### config.mk
export PLATFORM = sky130hd
export DESIGN_NAME = bcd_down_counter
export DESIGN_NICKNAME = d
export VERILOG_FILES = /design/src/rtl/bcd_down_counter_pkg.sv /design/src/rtl/bcd_digit_down.sv /design/src/rtl/bcd_down_counter.sv
export SDC_FILE = /design/constraint.sdc
export NUM_CORES = 1
export LEC_CHECK = 0
export ABC_AREA = 1
export ABC_CLOCK_PERIOD_IN_PS = 1170
export BUFFER_PORTS_ARGS = -buffer_cell sky130_fd_sc_hd__buf_2
export CAP_MARGIN = 40
export CORE_UTILIZATION = 33
export CTS_CLUSTER_SIZE = 8
export DETAILED_ROUTE_END_ITERATION = 7
export GPL_TIMING_DRIVEN = 0
export SLEW_MARGIN = 0
export SYNTH_ARGS = -nofsm -noshare
export SYNTH_HDL_FRONTEND = slang
export SYNTH_SLANG_ARGS = --single-unit
### constraint.sdc
create_clock -name clk -period 1.17 [get_ports clk]
set_input_delay 0.0585 -clock clk [delete_from_list [all_inputs] [get_ports clk]]
set_output_delay 0.0585 -clock clk [all_outputs]
set_load 0.05 [all_outputs]
### src/rtl/bcd_down_counter_pkg.sv
// bcd_down_counter_pkg: shared BCD digit type, digit limit and validity helper
package bcd_down_counter_pkg;
  localparam logic [3:0] BCD_MAX = 4'd9;
  typedef logic [3:0] bcd_digit_t;
  function automatic logic is_bcd(input bcd_digit_t d);
    return d <= BCD_MAX;
  endfunction
endpackage

### src/rtl/bcd_digit_down.sv
// bcd_digit_down: combinational next-value logic for one BCD digit of the down counter
module bcd_digit_down
  import bcd_down_counter_pkg::*;
(
  input  bcd_digit_t digit,
  input  logic       borrow_in,
  input  bcd_digit_t load_digit,
  input  logic       load,
  output bcd_digit_t next_digit,
  output logic       borrow_out
);
  // Out-of-range digits recover to 0 without borrowing from the next digit
  assign next_digit = load ? load_digit :
                      !borrow_in ? digit :
                      !is_bcd(digit) ? 4'd0 :
                      digit == 4'd0 ? BCD_MAX : digit - 4'd1;
  assign borrow_out = !load && borrow_in && digit == 4'd0;
endmodule

### src/rtl/bcd_down_counter.sv
// bcd_down_counter: cascaded BCD down counter with validated parallel load and optional wrap
module bcd_down_counter
  import bcd_down_counter_pkg::*;
#(
  parameter int DIGITS = 2
) (
  input  logic                  clk,
  input  logic                  reset,
  input  logic                  en,
  input  logic                  load,
  input  logic [4*DIGITS-1:0]   load_val,
  input  logic                  wrap_en,
  output logic [4*DIGITS-1:0]   count,
  output logic                  zero,
  output logic                  borrow,
  output logic                  load_err
);
  logic [4*DIGITS-1:0] next_count;
  logic                load_ok;
  logic                valid;
  logic                chain [0:DIGITS];
  always_comb begin
    valid = 1'b1;
    for (int i = 0; i < DIGITS; i++)
      if (!is_bcd(load_val[4*i+:4])) valid = 1'b0;
  end
  assign load_ok  = load && valid;
  assign chain[0] = en && !load;
  genvar g;
  generate
    for (g = 0; g < DIGITS; g++) begin : g_digit
      bcd_digit_down u_digit (
        .digit      (count[4*g+:4]),
        .borrow_in  (chain[g]),
        .load_digit (load_val[4*g+:4]),
        .load       (load_ok),
        .next_digit (next_count[4*g+:4]),
        .borrow_out (chain[g+1])
      );
    end
  endgenerate
  assign zero = count == '0;
  // A borrow out of the top digit means an enabled decrement at zero
  always_ff @(posedge clk) begin
    if (reset) begin
      count    <= '0;
      borrow   <= 1'b0;
      load_err <= 1'b0;
    end else begin
      count    <= (chain[DIGITS] && !wrap_en) ? count : next_count;
      borrow   <= chain[DIGITS];
      load_err <= load && !valid;
    end
  end
endmodule

==> results of run 1 <==
synth_stat cells:
library cell               count  share of area, %
sky130_fd_sc_hd__or2_0         1              0.75
sky130_fd_sc_hd__o21ai_2       1               1.0
sky130_fd_sc_hd__xor2_1        2               2.1
sky130_fd_sc_hd__nor4_1        1              0.75
sky130_fd_sc_hd__nand2_1      39                18
sky130_fd_sc_hd__nor2_2        1              0.75
sky130_fd_sc_hd__nand3_1       6               3.6
sky130_fd_sc_hd__a211oi_1      1              0.90
sky130_fd_sc_hd__nor2_1       16               7.2
sky130_fd_sc_hd__nand2_4       3               4.0
sky130_fd_sc_hd__inv_2         4               1.8
sky130_fd_sc_hd__nand2_2       4               3.0
sky130_fd_sc_hd__inv_1        12               5.4
sky130_fd_sc_hd__a21oi_1       1              0.60
sky130_fd_sc_hd__ha_1          6               9.0
sky130_fd_sc_hd__nand4_1       3               2.2
sky130_fd_sc_hd__o21ai_4       2               3.9
sky130_fd_sc_hd__dfxtp_1      10                24
sky130_fd_sc_hd__o21ai_0       6               3.6
sky130_fd_sc_hd__a21oi_2       1               1.0
sky130_fd_sc_hd__nand3_4       2               4.2
sky130_fd_sc_hd__nor2_4        2               2.7
area by class of cell:
cell class	count	share of cell area, %
Inverter	16	6.17
Timing Repair Buffer	34	17.6
Tap cell	28	2.98
Sequential cell	10	18.7
Multi-Input combinational cell	98	52.3
Clock buffer	4	2.23
power by group through the flow:
stage | combinational (W) | clock (W) | sequential (W)
5_1_grt | 0.00101 | 0.000305 | 0.000443
6_report | 0.000917 | 0.000271 | 0.000437
2_1_floorplan | 0.000505 | 0 | 0.000584
3_5_place_dp | 0.000800 | 0 | 0.000446
4_1_cts | 0.000897 | 0.000290 | 0.000438
3_3_place_gp | 0.000795 | 0 | 0.000444
metal layers:
metal / wire length [um] / up-vias
met4: 29 / 0
met3: 93 / 4
met1: 973 / 384
met5: 0 / -
met2: 959 / 24
li1: - / 470
worst min path at each step:
stage                     start  endpoint  slack [ps]
after CTS                  load  load_err          70
after global placement    reset  count[0]         260
after detailed placement  reset  count[0]         260
final                      load  load_err          80
after global routing       load  load_err         100
after floorplan           reset  count[0]         110
logic make-up (layout without fill, tap and decap cells):
| logic type | after synthesis | after routing | synth area share [%] |
|---|---|---|---|
| simple gates | 78 | 78 | 46.7 |
| buf+inv | 16 | 54 | 7.18 |
| compound gates | 12 | 12 | 11.1 |
| flops | 10 | 10 | 24.0 |
| fa+ha+maj | 6 | 6 | 8.98 |
| xor+xnor | 2 | 2 | 2.10 |
flip-flops by register name, summed over array words and instances, names as in the netlist:
name and flops:
borrow 1, count 8, load_err 1
through the flow:
step / worst slack [ps] / instances / instance area, um^2
6_report: -161 / 190 / 1180
3_3_place_gp: -121 / 175 / 1050
5_1_grt: -229 / 190 / 1180
3_5_place_dp: -130 / 175 / 1050
2_1_floorplan: -108 / 124 / 903
4_1_cts: -178 / 188 / 1160
critical path: cells and delay by family (launching register included):
kind | cells | cell delay [ps]
DFF | 1 | 360
buffers and inverters | 3 | 290
adders and majority gates | 1 | 130
and+or+nand+nor | 3 | 220
timing repair:
action / 4_1_cts / 5_1_grt
setup endpoints to repair: 9 / 10
setup buffers: 8 / 2
hold endpoints to repair: 3 / 0
resized for setup: 3 / 4
hold buffers: 1 / 0
pin swaps: 1 / 1
==> out/summary.log, run 1 <==
INFO  sta            clock_skew_after_layout=3.52ps
INFO  critical_path  start_point_of_the_critical_path=count[5]
INFO  synthesis      ys_seq_elements=10
INFO  floorplan      chipWidth=52.3um
INFO  layout         layout-area-overhead-vs-synth=40.7%
INFO  synthesis      syn_avg_cell_area=6.74um^2
INFO  synthesis      synth-warning-count=0
INFO  sta            post-route-min-period=1330ps
INFO  floorplan      top_level_ports=24
INFO  sta            maxSlewViolCount=0
INFO  synthesis      syn-instance-count=124
INFO  job            number_of_maximum_capacitance_constraint_violations=0
INFO  critical_path  reg2reg_depth=10
INFO  pwr            share_seq_of_total_power=26.9%
INFO  synthesis      number_of_library_cell_types_mapped_by_synthesis=22
INFO  layout         leading_cell_type_in_the_layout_fill_and_taps_excluded=sky130_fd_sc_hd__nand2_1
INFO  cts            numClockSinks=10
INFO  routing        wl_per_cell=10.8um
INFO  critical_path  timing.critical_path.from_type=register
INFO  synthesis      syn-cell-area=836um^2
INFO  critical_path  r2r_end=count[2]
INFO  layout         final_layout_size_suffix_gt1_share=45.1%
INFO  floorplan      start_util=36.4%
INFO  worst_hold_path timing.hold.worst_path_depth=3
INFO  layout         antennaDiodeCount=0
INFO  critical_path  worst_path_max_stage_delay=360ps
INFO  critical_path  r2r_slack=-140ps
INFO  pwr            intPower=0.000870W
INFO  routing        ant_nets=0
INFO  routing        drt-initial-drc-count=22
INFO  placed_design  place.detailed.hpwl=1.51mm
INFO  placed_design  gp_congestion=0.826
INFO  cts            cts.path.max_buffers=2
INFO  critical_path  arrival=1270ps
INFO  cts            worst_skew_pair.late_latency=280ps
INFO  sta            maxSlewHeadroom=82.3%
INFO  floorplan      fp.dieH=52.3um
INFO  pwr            power_switching_share=46.5%
INFO  layout         multiInputGateArea=616um^2
INFO  global_routing global_route.usage.met2=28.5%
INFO  sta            finalWorstSetupSlack=-161ps
INFO  floorplan      placement_rows=17
INFO  cts            cts.root.buffer_cell=sky130_fd_sc_hd__clkbuf_4
INFO  pwr            finalPower=0.00163W
INFO  layout         sequential_cell_area=220um^2
INFO  status         outcome=finished with violations
INFO  layout         nNetsFinal=182
INFO  sta            final-setup-viol-count=9
INFO  sta            max_freq=751MHz
INFO  worst_hold_path holdCritPathClass=in2reg
INFO  floorplan      design.die.area=2740um^2
INFO  critical_path  path_class=reg2out
INFO  status         failed_checks=negative setup slack
INFO  routing        avgViaCountPerCell=4.64
INFO  pwr            vdd.ir_drop.worst=837uV
INFO  sta            grt_setup_unrepaired=true
INFO  routing        num_vias=882
INFO  global_routing grtUsageTotal=17.0%
INFO  global_routing top_usage_layer=met2
INFO  global_routing grt_use_met3=4.35%
INFO  global_routing first_global_vias=804
INFO  critical_path  critPathSlowestCell=sky130_fd_sc_hd__dfxtp_4
INFO  pwr            pwr_density_cell=1380nW/um^2
INFO  sta            hold_slack_final=83.3ps
INFO  cts            cts_htree_levels=1
INFO  cts            clock_tree_from_tritoncts=yes
INFO  routing        detailedRoute.firstPassIterationCount=4
INFO  sta            final.period_utilization=114%
INFO  sta            final-hold-violation-count=0
INFO  synthesis      sequential_cell_area_fraction_in_the_yosys_report=24.0%
INFO  routing        drcViolationCount=0
INFO  pwr            power_frac_clock=16.7%
INFO  global_routing maximum_number_of_pins_on_one_net_before_global_route_repair=9
INFO  critical_path  setup.worst_path.end=zero
INFO  layout         utilization=51.2%
INFO  sta            final.setup.tns=-1160ps
INFO  critical_path  worst_setup_path_end_kind=output pin
INFO  placed_design  port_buffers=23
INFO  critical_path  worst_ep_required_time=1110ps
INFO  pwr            net-switching-power=0.000756W
INFO  floorplan      placeableCoreArea=2300um^2
INFO  global_routing antenna_found_initial=0
INFO  global_routing use_met1=20.0%
INFO  cts            clk_pin_slew_worst_paths=70ps
INFO  pwr            share_of_power_burned_in_combinational_logic=56.4%
INFO  critical_path  crit_chain=inv_6, ha_4, nand2_4, nor2_4, inv_2, nor2_4, buf_6
INFO  pwr            power.static_leakage=0.602nW
INFO  layout         final_cell_mix=38 x sky130_fd_sc_hd__nand2_1, 22 x sky130_fd_sc_hd__buf_2, 15 x sky130_fd_sc_hd__nor2_1
INFO  critical_path  critPathMostFrequentCell=sky130_fd_sc_hd__nor2_4
INFO  critical_path  worst-path-max-fanout=4
INFO  sta            timing_worst_slew_pin_value=266ps
INFO  layout         layout.filler_cells=249
INFO  routing        detail_route.wirelength=2.06mm
INFO  global_routing grt_first_pass_wirelength=3.34mm
INFO  synthesis      synthesis.nets=143
INFO  cts            numCtsBuffers=3
INFO  critical_path  rr_startpoint=count[5]
INFO  global_routing grt_overflow=0
Power figures use the tool's default switching activity.
==> inputs of run 2 (changes only) <==
--- a/config.mk
+++ b/config.mk
@@ -5,7 +5,6 @@
 export SDC_FILE = /design/constraint.sdc
 export NUM_CORES = 1
 export LEC_CHECK = 0
-export ABC_AREA = 1
 export ABC_CLOCK_PERIOD_IN_PS = 1170
 export BUFFER_PORTS_ARGS = -buffer_cell sky130_fd_sc_hd__buf_2
 export CAP_MARGIN = 40
==> run 2 against run 1 <==
The run still ends with negative setup slack left; combinational power rose by 20%; routed wire length rose by 18%; clock-buffer cell count fell by 1; sequential cell count did not move; sequential share of layout area fell by 1.9 points; die area fell by 4.0%; power rose by 11%; register-to-register slack got worse by 440 ps; clock power fell by 1%; largest cell class unchanged.
==> out/summary.log, run 2 <==
INFO  floorplan      placeableCoreArea=2250um^2
INFO  routing        detailedRoute.firstPassIterationCount=4
INFO  synthesis      netlist.area_leader.share=25.0%
INFO  sta            grt_setup_unrepaired=true
INFO  sta            timing_worst_slew_pin_value=384ps
INFO  layout         antennaDiodeCount=0
INFO  critical_path  worst_setup_path_end_kind=register
INFO  sta            final-hold-violation-count=0
INFO  floorplan      design.die.area=2630um^2
INFO  layout         nNetsFinal=163
INFO  sta            final-setup-viol-count=10
INFO  cts            cts.root.buffer_cell=sky130_fd_sc_hd__clkbuf_4
INFO  critical_path  timing.critical_path.from_type=register
INFO  floorplan      chipWidth=51.3um
INFO  layout         final_cell_mix=23 x sky130_fd_sc_hd__buf_2, 18 x sky130_fd_sc_hd__buf_4, 7 x sky130_fd_sc_hd__nor2_1, 7 x sky130_fd_sc_hd__nor3_1, 6 x sky130_fd_sc_hd__nand2_1
INFO  pwr            pwr_density_cell=1390nW/um^2
INFO  synthesis      synth.most_common_cell=sky130_fd_sc_hd__dfxtp_1
INFO  status         outcome=finished with violations
INFO  synthesis      number_of_library_cell_types_mapped_by_synthesis=33
INFO  placed_design  place.detailed.hpwl=1.64mm
INFO  critical_path  critPathSlowestCell=sky130_fd_sc_hd__or3b_4
INFO  routing        detail_route.wirelength=2.43mm
INFO  routing        ant_nets=0
INFO  cts            worst_skew_pair.late_latency=270ps
INFO  synthesis      number_of_enable_flip_flop_cells_after_synthesis=0
INFO  placed_design  placed_cell_area=1020um^2
INFO  placed_design  gp_congestion=0.840
INFO  layout         leading_cell_type_in_the_layout_fill_and_taps_excluded=sky130_fd_sc_hd__buf_2
INFO  synthesis      synth.top_cells.by_count=10 x sky130_fd_sc_hd__dfxtp_1, 9 x sky130_fd_sc_hd__nor3_1, 8 x sky130_fd_sc_hd__nor2_1
INFO  global_routing maximum_number_of_pins_on_one_net_before_global_route_repair=11
INFO  global_routing grtUsageTotal=20.8%
INFO  synthesis      synth_area_leader_cell=sky130_fd_sc_hd__dfxtp_1
INFO  synthesis      syn-cell-area=801um^2
INFO  critical_path  crit_chain=inv_4, ha_4, or3b_4, or2_4, o311a_1, nor3_2
INFO  cts            cts.path.max_buffers=2
INFO  sta            post-route-min-period=1750ps
INFO  routing        num_vias=925
INFO  cts            numCtsBuffers=3
INFO  cts            clk_pin_slew_worst_paths=80ps
INFO  cts            postCtsHoldBufs=0
INFO  layout         layout-area-overhead-vs-synth=62.8%
INFO  synthesis      synth-warning-count=0
INFO  layout         layout.cells.non_filler=171
INFO  critical_path  worst_path_max_stage_delay=410ps
INFO  layout         registers_with_the_highest_flip_flop_counts=count (8), borrow (1), load_err (1)
INFO  layout         register_containing_the_most_flip_flops_in_the_final_layout=count
INFO  worst_hold_path holdCritPathClass=in2reg
INFO  pwr            vdd.ir_drop.worst=675uV
INFO  global_routing antenna_found_initial=0
INFO  sta            max_freq=572MHz
INFO  cts            clock_tree_from_tritoncts=yes
INFO  synthesis      netlist_top_cells_area=sky130_fd_sc_hd__dfxtp_1 25%, sky130_fd_sc_hd__ha_1 9.4%, sky130_fd_sc_hd__nor3_1 5.6%
INFO  sta            finalWorstSetupSlack=-578ps
INFO  routing        drt-initial-drc-count=23
INFO  layout         flip_flop_count_of_the_largest_register_after_layout=8
INFO  cts            cts_htree_levels=1
INFO  synthesis      synth_top_flop_cell=sky130_fd_sc_hd__dfxtp_1
INFO  critical_path  path_class=reg2reg
INFO  global_routing grt_first_pass_wirelength=4.05mm
INFO  critical_path  cp_top_family=simple AND/OR/NAND/NOR gates
INFO  pwr            power.static_leakage=0.565nW
INFO  global_routing first_global_vias=899
INFO  floorplan      start_util=35.5%
INFO  critical_path  worst-path-max-fanout=4
INFO  placed_design  port_buffers=23
INFO  floorplan      fp.dieH=51.3um
INFO  sta            maxSlewHeadroom=74.3%
INFO  synthesis      asyncSetResetFlopFracSynth=0%
INFO  layout         finalInstanceArea=1300um^2
INFO  floorplan      placement_rows=17
INFO  synthesis      ys_seq_elements=10
INFO  sta            maxSlewViolCount=0
INFO  cts            numClockSinks=10
INFO  synthesis      synthesis.nets=115
INFO  synthesis      syn-instance-count=96
INFO  critical_path  arrival=1950ps
INFO  routing        drcViolationCount=0
INFO  floorplan      top_level_ports=24
INFO  sta            clock_skew_after_layout=6.84ps
INFO  status         failed_checks=negative setup slack
INFO  layout         final_layout_size_suffix_gt1_share=59.4%
INFO  synthesis      sequential_cell_area_fraction_in_the_yosys_report=25.0%
INFO  critical_path  timing.critical_path.buf_inv=1
INFO  routing        wl_per_cell=14.2um
INFO  placed_design  dpl.cell_count=147
INFO  sta            final.period_utilization=149%
INFO  critical_path  worst_ep_required_time=1370ps
INFO  job            number_of_maximum_capacitance_constraint_violations=0
INFO  synthesis      syn_avg_cell_area=8.34um^2
INFO  routing        avgViaCountPerCell=5.41
INFO  global_routing grt_overflow=0
-- run 2: path summary, 6_finish.rpt --
check | from | end | slack, ps | cells after the start
max | count[0] | count[6] | -580 | 6
min | load | load_err | 50 | 3
max reg2reg | count[0] | count[6] | -580 | 6
min reg2reg | count[2] | count[2] | 600 | 2
-- run 2: area by class of cell --
cell class	instances	area, um^2
Buffer	5	48.8
Inverter	5	28.8
Timing Repair Buffer	43	285
Sequential cell	10	219
Fill cell	221	951
Clock buffer	3	22.5
Tap cell	28	35.0
Clock inverter	1	3.75
Multi-Input combinational cell	76	661
-- run 2: what timing repair did --
item                       CTS  global route
gates resized for setup     18             6
buffers inserted            18             2
pin swaps                    7             9
setup endpoints to repair   11            11
-- run 2: tightest hold or removal path, stage by stage --
cell and delay, ps:
sky130_fd_sc_hd__buf_2 120, sky130_fd_sc_hd__nand2b_1 60, sky130_fd_sc_hd__a21oi_1 40
-- run 2: power breakdown --
part / switching [W] / total, W / leakage [nW] / internal, W
Combinational: 0.000595 / 0.00110 / 0.463 / 0.000505
Clock: 0.000143 / 0.000267 / 0.0154 / 0.000123
Sequential: 0.0000499 / 0.000440 / 0.0861 / 0.000390
-- run 2: kinds of logic after synthesis --
| kind of cell | count (synthesis) | share of synthesized area (%) |
|---|---|---|
| buf+inv | 10 | 8.44 |
| simple gates | 42 | 30.5 |
| flops | 10 | 25.0 |
| compound gates | 28 | 26.7 |
| fa+ha+maj | 6 | 9.37 |
-- run 2: routing by layer --
metal	GRT usage (%)	wire length (um)	up-vias	share of wire (%)
met5	0	0	-	0
met4	9.01	16	0	0.66
met3	3.87	137	2	5.6
met2	33.8	1180	29	49
met1	26.7	1100	438	45
li1	-	-	456	-
-- run 2: metrics by stage --
stage | setup WS, ps | hold slack, ps | setup TNS (ps) | total power [W] | util [%]
2_1_floorplan | -573 | 188 | -4050 | 0.00108 | -
3_3_place_gp | -584 | 331 | -4350 | 0.00124 | 45.3
3_5_place_dp | -646 | 338 | -4610 | 0.00125 | 45.3
4_1_cts | -587 | 46.5 | -4560 | 0.00174 | 55.9
5_1_grt | -643 | 56.3 | -5340 | 0.00193 | 57.8
6_report | -578 | 50.0 | -4790 | 0.00181 | 57.8
==> inputs of run 3 (changes only) <==
--- a/config.mk
+++ b/config.mk
@@ -8,10 +8,13 @@
 export ABC_CLOCK_PERIOD_IN_PS = 1170
 export BUFFER_PORTS_ARGS = -buffer_cell sky130_fd_sc_hd__buf_2
 export CAP_MARGIN = 40
-export CORE_UTILIZATION = 33
+export CELL_PAD_IN_SITES_DETAIL_PLACEMENT = 0
+export CELL_PAD_IN_SITES_GLOBAL_PLACEMENT = 1
+export CORE_UTILIZATION = 32
 export CTS_CLUSTER_SIZE = 8
 export DETAILED_ROUTE_END_ITERATION = 7
 export GPL_TIMING_DRIVEN = 0
+export PLACE_DENSITY_LB_ADDON = 0.1
 export SLEW_MARGIN = 0
 export SYNTH_ARGS = -nofsm -noshare
 export SYNTH_HDL_FRONTEND = slang
==> run 3 against run 2 <==
The flow still finishes with violations (negative setup slack); sequential share of layout area increased by 0.62 points; combinational power decreased by 5%; clock skew about the same; sequential power about the same; non-clock buffer count decreased by 5; hold slack got worse by 3.9 ps; sequential cell count unchanged.
==> out/summary.log, run 3 (synthesis gave the netlist of run 2 again) <==
INFO  sta            maxSlewViolCount=0
INFO  sta            timing_worst_slew_pin_value=404ps
INFO  global_routing grt_first_pass_wirelength=3.93mm
INFO  worst_hold_path timing.hold.worst_path_depth=3
INFO  pwr            net-switching-power=0.000764W
INFO  routing        avgViaCountPerCell=5.36
INFO  routing        num_vias=889
INFO  sta            final.period_utilization=149%
INFO  sta            clock_skew_after_layout=7.32ps
INFO  sta            maxSlewHeadroom=73.0%
INFO  layout         registers_with_the_highest_flip_flop_counts=count (8), borrow (1), load_err (1)
INFO  cts            numClockSinks=10
INFO  critical_path  timing.critical_path.from_type=register
INFO  floorplan      placeableCoreArea=2280um^2
INFO  cts            cts.path.max_buffers=2
INFO  pwr            vdd.ir_drop.worst=807uV
INFO  critical_path  arrival=1930ps
INFO  sta            post-route-min-period=1740ps
INFO  sta            max_freq=575MHz
INFO  worst_hold_path worstHoldEndpoint=load_err
INFO  sta            grt_setup_unrepaired=true
INFO  critical_path  path_class=reg2reg
INFO  global_routing first_global_vias=839
INFO  pwr            share_of_power_burned_in_combinational_logic=60.0%
INFO  pwr            power_frac_clock=15.0%
INFO  critical_path  rr_startpoint=count[1]
INFO  status         outcome=finished with violations
INFO  layout         leading_cell_type_in_the_layout_fill_and_taps_excluded=sky130_fd_sc_hd__buf_2
INFO  floorplan      top_level_ports=24
INFO  floorplan      chipWidth=52.0um
INFO  layout         sequential_cell_area=219um^2
INFO  critical_path  worst_ep_required_time=1360ps
INFO  routing        detailedRoute.firstPassIterationCount=4
INFO  placed_design  port_buffers=23
INFO  critical_path  worst-path-max-fanout=4
INFO  pwr            power_switching_share=43.5%
INFO  cts            cts.root.buffer_cell=sky130_fd_sc_hd__clkbuf_4
INFO  layout         finalInstanceArea=1260um^2
INFO  layout         antennaDiodeCount=0
INFO  floorplan      placement_rows=17
INFO  sta            final-hold-violation-count=0
INFO  global_routing grtUsageTotal=19.9%
INFO  floorplan      fp.dieH=52.0um
INFO  critical_path  r2r_end=count[6]
INFO  layout         final_cell_mix=23 x sky130_fd_sc_hd__buf_2, 13 x sky130_fd_sc_hd__buf_4, 7 x sky130_fd_sc_hd__nor2_1, 7 x sky130_fd_sc_hd__nor3_1, 6 x sky130_fd_sc_hd__nand2_1
INFO  worst_hold_path holdCritPathClass=in2reg
INFO  global_routing grt_overflow=0
INFO  sta            finalWorstSetupSlack=-570ps
INFO  layout         nNetsFinal=158
INFO  job            number_of_maximum_capacitance_constraint_violations=0
INFO  pwr            share_seq_of_total_power=25.0%
INFO  critical_path  worst_setup_path_end_kind=register
INFO  routing        wl_per_cell=13.8um
INFO  placed_design  place.detailed.hpwl=1.59mm
INFO  pwr            intPower=0.000994W
INFO  global_routing antenna_found_initial=0
INFO  layout         final_layout_size_suffix_gt1_share=58.0%
INFO  layout         utilization=55.3%
INFO  cts            worst_skew_pair.late_latency=270ps
INFO  cts            numCtsBuffers=3
INFO  layout         layout.filler_cells=209
INFO  pwr            power.static_leakage=0.537nW
INFO  floorplan      start_util=35.2%
INFO  routing        detail_route.wirelength=2.29mm
INFO  layout         layout-area-overhead-vs-synth=57.0%
INFO  routing        drt-initial-drc-count=19
INFO  cts            cts_htree_levels=1
INFO  cts            clk_pin_slew_worst_paths=70ps
INFO  layout         multiInputGateArea=656um^2
INFO  placed_design  placed_cell_area=1020um^2
INFO  routing        ant_nets=0
INFO  pwr            pwr_density_cell=1400nW/um^2
INFO  critical_path  r2r_slack=-570ps
INFO  sta            final-setup-viol-count=10
INFO  layout         register_containing_the_most_flip_flops_in_the_final_layout=count
INFO  placed_design  gp_congestion=0.743
INFO  global_routing maximum_number_of_pins_on_one_net_before_global_route_repair=11
INFO  floorplan      design.die.area=2710um^2
INFO  routing        drcViolationCount=0
INFO  worst_hold_path min_from=load
INFO  layout         flip_flop_count_of_the_largest_register_after_layout=8
INFO  critical_path  reg2reg_depth=6
INFO  cts            clock_tree_from_tritoncts=yes
INFO  status         failed_checks=negative setup slack
==> run 3: what timing repair did <==
item | in CTS | in global routing
pin swaps | 6 | 7
setup buffers | 12 | 4
setup endpoints to repair | 10 | 11
hold buffers | 0 | 0
resized for setup | 11 | 12
==> run 3: per-layer routing <==
metal | part of all wire (%) | global-route usage (%) | up-vias
li1 | - | - | 453
met1 | 49 | 26.1 | 410
met2 | 45 | 31.0 | 24
met3 | 5.0 | 6.14 | 2
met4 | 0.70 | 5.41 | 0
met5 | 0 | 0 | -
==> run 3: cell type report <==
| cell class | count | share of cell area (%) |
|---|---|---|
| buffer | 5 | 3.88 |
| clock buffer | 4 | 2.09 |
| inverter | 5 | 2.29 |
| multi-input combinational | 76 | 52.1 |
| sequential | 10 | 17.4 |
| tap | 28 | 2.79 |
| timing repair buffer | 38 | 19.4 |
==> run 3: power groups by stage <==
stage	clock network [W]	logic, W	registers, W
6_report	0.000264	0.00105	0.000439
2_1_floorplan	0	0.000494	0.000589
4_1_cts	0.000270	0.000970	0.000438
3_5_place_dp	0	0.000796	0.000458
5_1_grt	0.000290	0.00114	0.000446
3_3_place_gp	0	0.000798	0.000454
==> run 3: worst max path at each step <==
stage               slack [ps]  cells past startpoint       end      from
floorplan                 -570                      6  count[6]  count[1]
global placement          -610                      6  count[7]  count[1]
detailed placement        -620                      6  count[6]  count[0]
CTS                       -570                      6  count[6]  count[0]
global route              -640                      6  count[6]  count[1]
finish                    -570                      6  count[6]  count[1]
==> run 3: metrics by stage <==
stage | hold WS, ps | setup TNS, ps | worst slack [ps] | cells | power (W)
final | 46.2 | -4380 | -570 | 166 | 0.00176
after global routing | 49.0 | -5050 | -640 | 166 | 0.00188
after CTS | 36.6 | -4570 | -573 | 163 | 0.00168
after detailed placement | 332 | -4500 | -615 | 147 | 0.00125
after global placement | 325 | -4530 | -614 | 147 | 0.00125
after floorplan | 188 | -4050 | -573 | 96 | 0.00108
==> run 3: critical path, stage by stage (launching register included) <==
cell                      delay [ps]
sky130_fd_sc_hd__dfxtp_4         350
sky130_fd_sc_hd__inv_4            70
sky130_fd_sc_hd__ha_4            130
sky130_fd_sc_hd__or3b_4          410
sky130_fd_sc_hd__or2_4           250
sky130_fd_sc_hd__o311a_1         300
sky130_fd_sc_hd__nor3_2          160
